===== config.mk =====
export PLATFORM = sky130hd
export DESIGN_NAME = ppi_key_matrix
export DESIGN_NICKNAME = d
export VERILOG_FILES = /design/src/rtl/ppi_key_pkg.sv /design/src/rtl/ppi_key_fifo.sv /design/src/rtl/ppi_key_matrix.sv
export SDC_FILE = /design/constraint.sdc
export NUM_CORES = 1
export LEC_CHECK = 0
export CAP_MARGIN = 20
export CORE_MARGIN = 3
export CORE_UTILIZATION = 55
export DETAILED_ROUTE_END_ITERATION = 10
export GPL_TIMING_DRIVEN = 0
export MAX_ROUTING_LAYER = met4
export PLACE_DENSITY = 0.73
export RECOVER_POWER = 100
export SLEW_MARGIN = 20
export SYNTH_ARGS = -nofsm -noshare
export SYNTH_HDL_FRONTEND = slang
export SYNTH_SLANG_ARGS = --single-unit

===== constraint.sdc =====
create_clock -name clk -period 2.51 [get_ports clk]
set_clock_uncertainty 0.05 [all_clocks]
set_input_delay 0.502 -clock clk [delete_from_list [all_inputs] [get_ports clk]]
set_output_delay 0.502 -clock clk [all_outputs]
set_load 0.1 [all_outputs]

===== src/rtl/ppi_key_pkg.sv =====
// Shared types and defaults for the PPI keyboard matrix controller.
// key_event_t is the FIFO word: {row, col, is_release}.
package ppi_key_pkg;

  localparam int ROWS_DEFAULT       = 11;
  localparam int FIFO_DEPTH_DEFAULT = 4;

  typedef enum logic [1:0] {
    IDLE  = 2'd0,
    RD    = 2'd1,
    WR    = 2'd2,
    CLEAR = 2'd3
  } state_t;

  typedef struct packed {
    logic [3:0] row;
    logic [2:0] col;
    logic       is_release;
  } key_event_t;

endpackage


===== src/rtl/ppi_key_fifo.sv =====
// Small synchronous FIFO of key events with flush; head is visible on dout
// whenever the FIFO is non-empty (first-word fall-through).
module ppi_key_fifo
  import ppi_key_pkg::*;
#(
  parameter int DEPTH = FIFO_DEPTH_DEFAULT
) (
  input  logic       clk,
  input  logic       reset_n,
  input  logic       push,
  input  logic       pop,
  input  logic       flush,
  input  key_event_t din,
  output key_event_t dout,
  output logic       full,
  output logic       empty
);

  localparam int AW = $clog2(DEPTH);

  // One extra pointer bit distinguishes full from empty.
  logic [AW:0] wr_ptr_reg;
  logic [AW:0] rd_ptr_reg;
  key_event_t  mem [DEPTH];

  logic do_push;
  logic do_pop;

  assign empty   = (wr_ptr_reg == rd_ptr_reg);
  assign full    = (wr_ptr_reg[AW] != rd_ptr_reg[AW]) &&
                   (wr_ptr_reg[AW-1:0] == rd_ptr_reg[AW-1:0]);
  assign do_push = push && !full;
  assign do_pop  = pop && !empty;
  assign dout    = mem[rd_ptr_reg[AW-1:0]];

  always_ff @(posedge clk) begin
    if (do_push) begin
      mem[wr_ptr_reg[AW-1:0]] <= din;
    end
  end

  always_ff @(posedge clk or negedge reset_n) begin
    if (!reset_n) begin
      wr_ptr_reg <= '0;
      rd_ptr_reg <= '0;
    end else if (flush) begin
      wr_ptr_reg <= '0;
      rd_ptr_reg <= '0;
    end else begin
      if (do_push) begin
        wr_ptr_reg <= wr_ptr_reg + (AW+1)'(1);
      end
      if (do_pop) begin
        rd_ptr_reg <= rd_ptr_reg + (AW+1)'(1);
      end
    end
  end

endmodule


===== src/rtl/ppi_key_matrix.sv =====
// Keyboard matrix controller: queues make/break events, applies them to an
// active-low row array, and serves the row selected by matrix_y to port B.
module ppi_key_matrix
  import ppi_key_pkg::*;
#(
  parameter int ROWS       = ROWS_DEFAULT,
  parameter int FIFO_DEPTH = FIFO_DEPTH_DEFAULT
) (
  input  logic       clk,
  input  logic       reset_n,
  input  logic       key_valid,
  output logic       key_ready,
  input  logic [3:0] key_row,
  input  logic [2:0] key_col,
  input  logic       key_release,
  input  logic       all_release,
  input  logic [3:0] matrix_y,
  output logic [7:0] matrix_x,
  output logic       busy
);

  localparam logic [3:0] LAST_ROW = 4'(ROWS - 1);

  state_t     state_reg;
  state_t     state_next;
  key_event_t head;
  key_event_t ev_reg;
  key_event_t push_ev;
  logic [7:0] row_data_reg;
  logic [3:0] clr_cnt_reg;
  logic [7:0] matrix_x_reg;

  logic       fifo_push;
  logic       fifo_pop;
  logic       fifo_full;
  logic       fifo_empty;

  logic       wr_en;
  logic [3:0] wr_row;
  logic [7:0] wr_data;

  // Full 16-entry view; unimplemented rows read as all-released.
  logic [7:0] rows [16];

  assign key_ready = !fifo_full && (state_reg != CLEAR) && !all_release;
  assign fifo_push = key_valid && key_ready;
  assign push_ev   = '{row: key_row, col: key_col, is_release: key_release};
  assign busy      = (state_reg != IDLE) || !fifo_empty;
  assign matrix_x  = matrix_x_reg;

  ppi_key_fifo #(
    .DEPTH (FIFO_DEPTH)
  ) u_fifo (
    .clk     (clk),
    .reset_n (reset_n),
    .push    (fifo_push),
    .pop     (fifo_pop),
    .flush   (all_release),
    .din     (push_ev),
    .dout    (head),
    .full    (fifo_full),
    .empty   (fifo_empty)
  );

  always_ff @(posedge clk or negedge reset_n) begin
    if (!reset_n) begin
      state_reg <= IDLE;
    end else begin
      state_reg <= state_next;
    end
  end

  always_comb begin
    state_next = state_reg;
    unique case (state_reg)
      IDLE: begin
        if (all_release) begin
          state_next = CLEAR;
        end else if (!fifo_empty) begin
          state_next = RD;
        end
      end
      RD: begin
        state_next = all_release ? CLEAR : WR;
      end
      WR: begin
        if (all_release) begin
          state_next = CLEAR;
        end else if (!fifo_empty) begin
          state_next = RD;
        end else begin
          state_next = IDLE;
        end
      end
      CLEAR: begin
        if (!all_release && (clr_cnt_reg == LAST_ROW)) begin
          state_next = IDLE;
        end
      end
      default: state_next = IDLE;
    endcase
  end

  always_comb begin
    fifo_pop = 1'b0;
    wr_en    = 1'b0;
    wr_row   = 4'd0;
    wr_data  = 8'hFF;
    unique case (state_reg)
      RD: begin
        fifo_pop = 1'b1;
      end
      WR: begin
        wr_en               = ({1'b0, ev_reg.row} < 5'(ROWS));
        wr_row              = ev_reg.row;
        wr_data             = row_data_reg;
        wr_data[ev_reg.col] = ev_reg.is_release;
      end
      CLEAR: begin
        wr_en   = 1'b1;
        wr_row  = clr_cnt_reg;
        wr_data = 8'hFF;
      end
      default: ;
    endcase
  end

  always_ff @(posedge clk or negedge reset_n) begin
    if (!reset_n) begin
      ev_reg       <= '0;
      row_data_reg <= 8'hFF;
    end else if (state_reg == RD) begin
      ev_reg       <= head;
      row_data_reg <= rows[head.row];
    end
  end

  always_ff @(posedge clk or negedge reset_n) begin
    if (!reset_n) begin
      clr_cnt_reg <= 4'd0;
    end else if ((state_next == CLEAR) && ((state_reg != CLEAR) || all_release)) begin
      clr_cnt_reg <= 4'd0;
    end else if (state_reg == CLEAR) begin
      clr_cnt_reg <= clr_cnt_reg + 4'd1;
    end
  end

  genvar gi;
  generate
    for (gi = 0; gi < 16; gi++) begin : g_row
      if (gi < ROWS) begin : g_impl
        logic [7:0] row_reg;
        always_ff @(posedge clk or negedge reset_n) begin
          if (!reset_n) begin
            row_reg <= 8'hFF;
          end else if (wr_en && (wr_row == 4'(gi))) begin
            row_reg <= wr_data;
          end
        end
        assign rows[gi] = row_reg;
      end else begin : g_absent
        assign rows[gi] = 8'hFF;
      end
    end
  endgenerate

  // Forward the row being written so the readout sees it on the write edge.
  always_ff @(posedge clk or negedge reset_n) begin
    if (!reset_n) begin
      matrix_x_reg <= 8'hFF;
    end else if (wr_en && (wr_row == matrix_y)) begin
      matrix_x_reg <= wr_data;
    end else begin
      matrix_x_reg <= rows[matrix_y];
    end
  end

endmodule


==> run summary, run 1 <==
CP Data Required Time: 1960 ps
clock sinks: 156
kind of end point of the critical path: primary output
# H-tree levels: 4
Post-synth EDFFs: 32
Max VDD drop: 0.531 mV
CP Max Fanout: 10
MaxCap Viol Count: 1
Cell variety after synth: 52
RSZ-0062 raised after global routing: true
max FFs per register: 88
Critical Path Source Type: flip-flop
CTS max path bufs: 2
fin nets: 664
DRT Wirelength: 19,000 microns
die area: 0.0165 sq mm
Syn Nets: 622
drt drc: 0
Placed Area: 0.00876 sq mm
final sum of negative setup slack: 0 ps
Finished Layout Cells: 839
sequential area share after synthesis: 50.8%
Max-slew headroom: -21.5%
largest net degree at the start of global routing: 72
Skew-Pair Late Insertion Delay: 420 ps
most frequent cells in the layout: dfstp_2 (104), mux2_1 (61), mux2i_1 (54), mux2_2 (36), edfxtp_1 (32)
commonest non-fill, non-tap cell in the layout: dfstp_2
Tcrit/Tclk final: 96.5%
status: finished with violations
CP bufs+invs: 2
Gate Count Post-Synth: 599
min Tclk post-route: 2420 ps
IO Pins: 26
failing checks: max-capacitance violations, max-slew violations
final hold violation count: 0
drt wl/cell: 22.6 microns
Crit Path Category: flip-flop to primary output
1st-iter DRT viols: 424
Worst path max stage delay: 370 ps
pwr/cell area: 851 mW/mm^2
Synth Flop Type: dfstp_2
GP Congestion: 0.844
Die X: 128 microns
die extent in y: 128 microns
Crit-path slowest cell: dfrtp_1
synthesized cell area: 0.00825 sq mm
Row Count: 44
post-route ant nets: 0
via count: 5,125
Clk pin slew, worst setup/hold paths: 60 ps
layout cell share with drive strength beyond 1: 40.4%
worst-path cell chain: buf_2 -> and2_1 -> a311oi_4 -> buf_6
Syn. warnings: 0
gr ovfl total: 0
Mean Syn Cell Area: 13.8 sq um
vias in the first global route: 5,314
Num CTS Buffers: 17
Core ar.: 0.0146 sq mm
final setup vio count: 0
global-route wire length before repair: 30,700 microns
CP top delay family: buffers and inverters
Layout area overhead: 13.6%
fin. max-slew vios: 71
Pre-antenna DRT Iters: 5
via density per instance: 6.11
WP data arrival: 1870 ps
Total GRT Usage: 25.3%
Finished Cell Area: 0.00937 sq mm
initial antenna violation count: 1
Post-synth ARST share: 79.5%
cell total after placement: 806
Fill cells: 1,038
synthesized flop and latch total: 156
Hold Path Class: flip-flop to flip-flop
leakage power: 3.63 nW
Initial Utilization: 56.6%
clk root buf: clkbuf_16
dpl hpwl: 12,900 microns
CTS tree: built
port bufs: 22
Worst Tran Pin Value: 1820 ps
Highest Clock Rate: 0.413 GHz
[cell families (layout without fill, tap and decap cells)]
family                   after synthesis  after routing  synth area share, %
AO/OA/AOI/OAI                         74             74                 6.49
buffers and inverters                 54            109                 3.08
XOR/XNOR                              12             12                 1.27
multiplexers                         193            193                 29.6
other                                  0              1                    0
flip-flops                           156            156                 50.8
AND/OR/NAND/NOR                      103            103                 7.67
adder cells (fa/ha/maj)                7              7                 1.06
[through the flow]
stage / setup WS, ps / hold slack, ps / utilization (%) / total power [mW]
floorplan: -88.8 / 156 / - / 4.95
global placement: -3590 / 487 / 59.8 / 5.30
detailed placement: -668 / 489 / 60.0 / 5.40
CTS: 1.79 / 69.2 / 64.1 / 8.01
global route: -42.2 / 534 / 64.2 / 8.33
finish: 87.9 / 533 / 64.2 / 7.98
[layer usage]
layer,part of all wire [%],vias up,global-route usage [%]
li1,-,2309,-
met1,46,2653,35.0
met2,47,144,37.9
met3,5.1,19,6.72
met4,1.3,0,5.81
met5,0,-,-
[worst paths after layout]
kind | from | to | slack [ps] | cells past startpoint
min in group asynchronous | reset_n | ev_reg[3] | 540 | 1
worst max-delay path | state_reg[1] | key_ready | 90 | 4
worst min register to register | ev_reg[5] | ev_reg[5] | 530 | 1
worst max register to register | u_fifo.rd_ptr_reg[0] | row_data_reg[0] | 110 | 7
worst min-delay path | ev_reg[5] | ev_reg[5] | 530 | 1
max in group asynchronous | reset_n | g_row[0].g_impl.row_reg[2] | 800 | 2
[cell type report]
cell class / instances / area (sq um) / area share [%]
Sequential cell: 156 / 4190 / 44.8
Multi-Input combinational cell: 389 / 3860 / 41.2
Clock buffer: 18 / 429 / 4.58
Timing Repair Buffer: 23 / 231 / 2.47
Tap cell: 184 / 230 / 2.46
Buffer: 40 / 204 / 2.18
Clock inverter: 14 / 169 / 1.80
Inverter: 14 / 52.6 / 0.561
Antenna cell: 1 / 2.50 / 0.0267
[synth_stat cells (all sizes together), types with 7 or more instances]
cell type  count  area share, %
ha             7            1.1
nor2          32            3.0
mux2i         54            6.5
clkbuf        14           0.64
o22a           7           0.74
a221oi         7           0.74
edfxtp        32             12
a22oi         25            2.3
mux4          24            6.5
nand2         34            1.6
dfrtp         20            6.1
xnor2          7           0.74
buf           26            1.8
o21ai         19            1.2
mux2         115             17
dfstp        104             33
inv           14           0.64
[power breakdown]
part           internal [mW]  leakage, nW  switching (mW)
combinational          0.791         1.72           0.803
clock                   1.57        0.280            1.05
sequential              3.41         1.63           0.357
total                   5.76         3.63            2.21
[timing repair]
| action | CTS | global route |
|---|---|---|
| resized for setup | 20 | 6 |
| hold buffers | 0 | 0 |
| setup buffers | 0 | 0 |
| setup endpoints to repair | 10 | 25 |
Power figures use the tool's default switching activity.
==> run 2: changes to the inputs <==
--- a/config.mk
+++ b/config.mk
@@ -7,11 +7,11 @@
 export LEC_CHECK = 0
 export CAP_MARGIN = 20
 export CORE_MARGIN = 3
-export CORE_UTILIZATION = 55
+export CORE_UTILIZATION = 62
 export DETAILED_ROUTE_END_ITERATION = 10
 export GPL_TIMING_DRIVEN = 0
 export MAX_ROUTING_LAYER = met4
-export PLACE_DENSITY = 0.73
+export PLACE_DENSITY = 0.8
 export RECOVER_POWER = 100
 export SLEW_MARGIN = 20
 export SYNTH_ARGS = -nofsm -noshare
==> run summary, run 2 (synthesis gave the netlist of run 1 again) <==
status: complete, no violations (was finished with violations)
Placed Area: 0.00874 sq mm (was 0.00876 sq mm)
1st-iter DRT viols: 672 (was 424)
vias in the first global route: 5,533 (was 5,314)
fin. max-slew vios: 0 (was 71)
via density per instance: 6.41 (was 6.11)
CP Data Required Time: 2810 ps (was 1960 ps)
die extent in y: 121 microns (was 128 microns)
Power Total: 7.96 mW (was 7.98 mW)
Post-CTS Setup Bufs: 0 (unchanged)
FF-to-FF End: g_row[10].g_impl.row_reg[4] (was row_data_reg[0])
port bufs: 22 (unchanged)
CTS tree: built (unchanged)
max FFs per register: 88 (unchanged)
WP data arrival: 2740 ps (was 1870 ps)
gr ovfl total: 0 (unchanged)
clk root buf: clkbuf_16 (unchanged)
Layout Utilization: 71.7% (was 64.2%)
Hold Path Depth: 1 (unchanged)
final hold violation count: 0 (unchanged)
Fin Hold WS: 534 ps (was 533 ps)
kind of end point of the critical path: flip-flop (was primary output)
Clk pin slew, worst setup/hold paths: 60 ps (about the same)
Hold Path Class: flip-flop to flip-flop (unchanged)
fin nets: 665 (was 664)
layout cell share with drive strength beyond 1: 37.1% (was 40.4%)
Pre-antenna DRT Iters: 7 (was 5)
Critical Path Source Type: flip-flop (unchanged)
Crit Path Category: flip-flop to flip-flop (was flip-flop to primary output)
global-route wire length before repair: 31,100 microns (was 30,700 microns)
internal reg-to-reg setup slack: 70 ps (was 110 ps)
commonest non-fill, non-tap cell in the layout: dfstp_2 (unchanged)
Layout area overhead: 11.4% (was 13.6%)
# H-tree levels: 4 (unchanged)
Row Count: 41 (was 44)
dpl hpwl: 13,000 microns (was 12,900 microns)
Worst Tran Pin Value: 1180 ps (was 1820 ps)
hold path start: ev_reg[5] (unchanged)
Skew-Pair Late Insertion Delay: 430 ps (was 420 ps)
Highest Clock Rate: 0.409 GHz (was 0.413 GHz)
Max-slew headroom: 21.4% (was -21.5%)
clock sinks: 156 (unchanged)
FF-to-FF path depth: 6 (was 7)
DRT Wirelength: 19,600 microns (was 19,000 microns)
Total GRT Usage: 29.2% (was 25.3%)
most frequent cells in the layout: dfstp_2 (104), mux2_1 (79), mux2i_1 (54), nand2_1 (33), mux2_2 (33) (was dfstp_2 (104), mux2_1 (61), mux2i_1 (54), mux2_2 (36), edfxtp_1 (32))
RSZ-0062 raised after global routing: false (was true)
Finished Cell Area: 0.00919 sq mm (was 0.00937 sq mm)
final setup vio count: 0 (unchanged)
Tcrit/Tclk final: 97.3% (was 96.5%)
CTS max path bufs: 2 (unchanged)
Num CTS Buffers: 17 (unchanged)
die area: 0.0147 sq mm (was 0.0165 sq mm)
Initial Utilization: 64.4% (was 56.6%)
pwr/cell area: 866 mW/mm^2 (was 851 mW/mm^2)
Die X: 121 microns (was 128 microns)
drt drc: 0 (unchanged)
largest net degree at the start of global routing: 81 (was 72)
WHS Endpoint: ev_reg[5] (unchanged)
Core ar.: 0.0128 sq mm (was 0.0146 sq mm)
leakage power: 3.51 nW (was 3.63 nW)
GP Congestion: 0.865 (was 0.844)
post-route ant nets: 0 (unchanged)
drt wl/cell: 23.7 microns (was 22.6 microns)
via count: 5,308 (was 5,125)
MaxCap Viol Count: 0 (was 1)
Max VDD drop: 0.621 mV (was 0.531 mV)
CP Max Fanout: 8 (was 10)
min Tclk post-route: 2440 ps (was 2420 ps)
FF-to-FF Start: state_reg[0] (was u_fifo.rd_ptr_reg[0])
IO Pins: 26 (unchanged)
initial antenna violation count: 0 (was 1)
## run 2: cell types whose count changed in the layout (fill, tap and decap cells not counted), moves of 4 or more
cell           previous run  this run
and3_1                    2         6
clkbuf_1                 15        23
clkbuf_8                  0         4
dlygate4sd2_1             8         0
mux2_1                   61        79
mux2_4                   18         3
nor2_4                    3         7
nor2_8                    6         0
## run 2: stage by stage
step	TNS (ps)	std cells	setup slack (ps)
after detailed placement	-980	794	-662
after global placement	-296030	793	-3570
after global routing	0	827	7.25
after CTS	0	827	7.43
after floorplan	-423	599	-88.8
final	0	828	66.8
## run 2: timing repair
action,4_1_cts,5_1_grt
endpoints found under the setup margin,10,14
gates resized for setup,20,7
hold buffers,1,0
hold endpoints to repair,20,0
## run 2: cell type report
class | count | area [sq um]
flip-flops and latches | 156 | 4190
inverters | 14 | 52.6
plain buffers | 40 | 203
fillers | 862 | 3630
multi-input cells | 389 | 3720
well taps | 172 | 215
repair buffers | 24 | 185
clock buffers | 22 | 485
diodes | 1 | 2.50
clock inverters | 10 | 136
## run 2: per-layer routing
| layer | vias up | track usage, % | share of wire [%] | wire [microns] |
|---|---|---|---|---|
| met5 | - | - | 0 | 0 |
| met3 | 36 | 5.83 | 6.0 | 1180 |
| li1 | 2314 | - | - | - |
| met4 | 0 | 9.94 | 1.9 | 374 |
| met1 | 2755 | 38.9 | 43 | 8440 |
| met2 | 203 | 45.2 | 49 | 9610 |
## run 2: report_power, final
part | switching, mW | total [mW] | internal, mW
clock network | 1.02 | 2.69 | 1.67
logic | 0.824 | 1.50 | 0.679
registers | 0.361 | 3.77 | 3.41
total | 2.20 | 7.96 | 5.76
## run 2: worst max-delay path by stage
stage               cells past startpoint  slack [ps]                          end            startpoint
CTS                                     4           7                    key_ready          state_reg[1]
detailed placement                      3        -660                    key_ready           all_release
global route                            7           7              row_data_reg[4]  u_fifo.rd_ptr_reg[0]
finish                                  6          70  g_row[10].g_impl.row_reg[4]          state_reg[0]
floorplan                               6         -90         u_fifo.wr_ptr_reg[2]  u_fifo.rd_ptr_reg[0]
global placement                        1       -3570                    ev_reg[4]               reset_n
## run 2: critical path, cell delays in order, from the launching register on
cell	delay, ps
dfrtp_1	390
buf_6	150
mux2_1	310
nand2_1	160
or3b_1	520
nor2_4	380
mux2_1	390
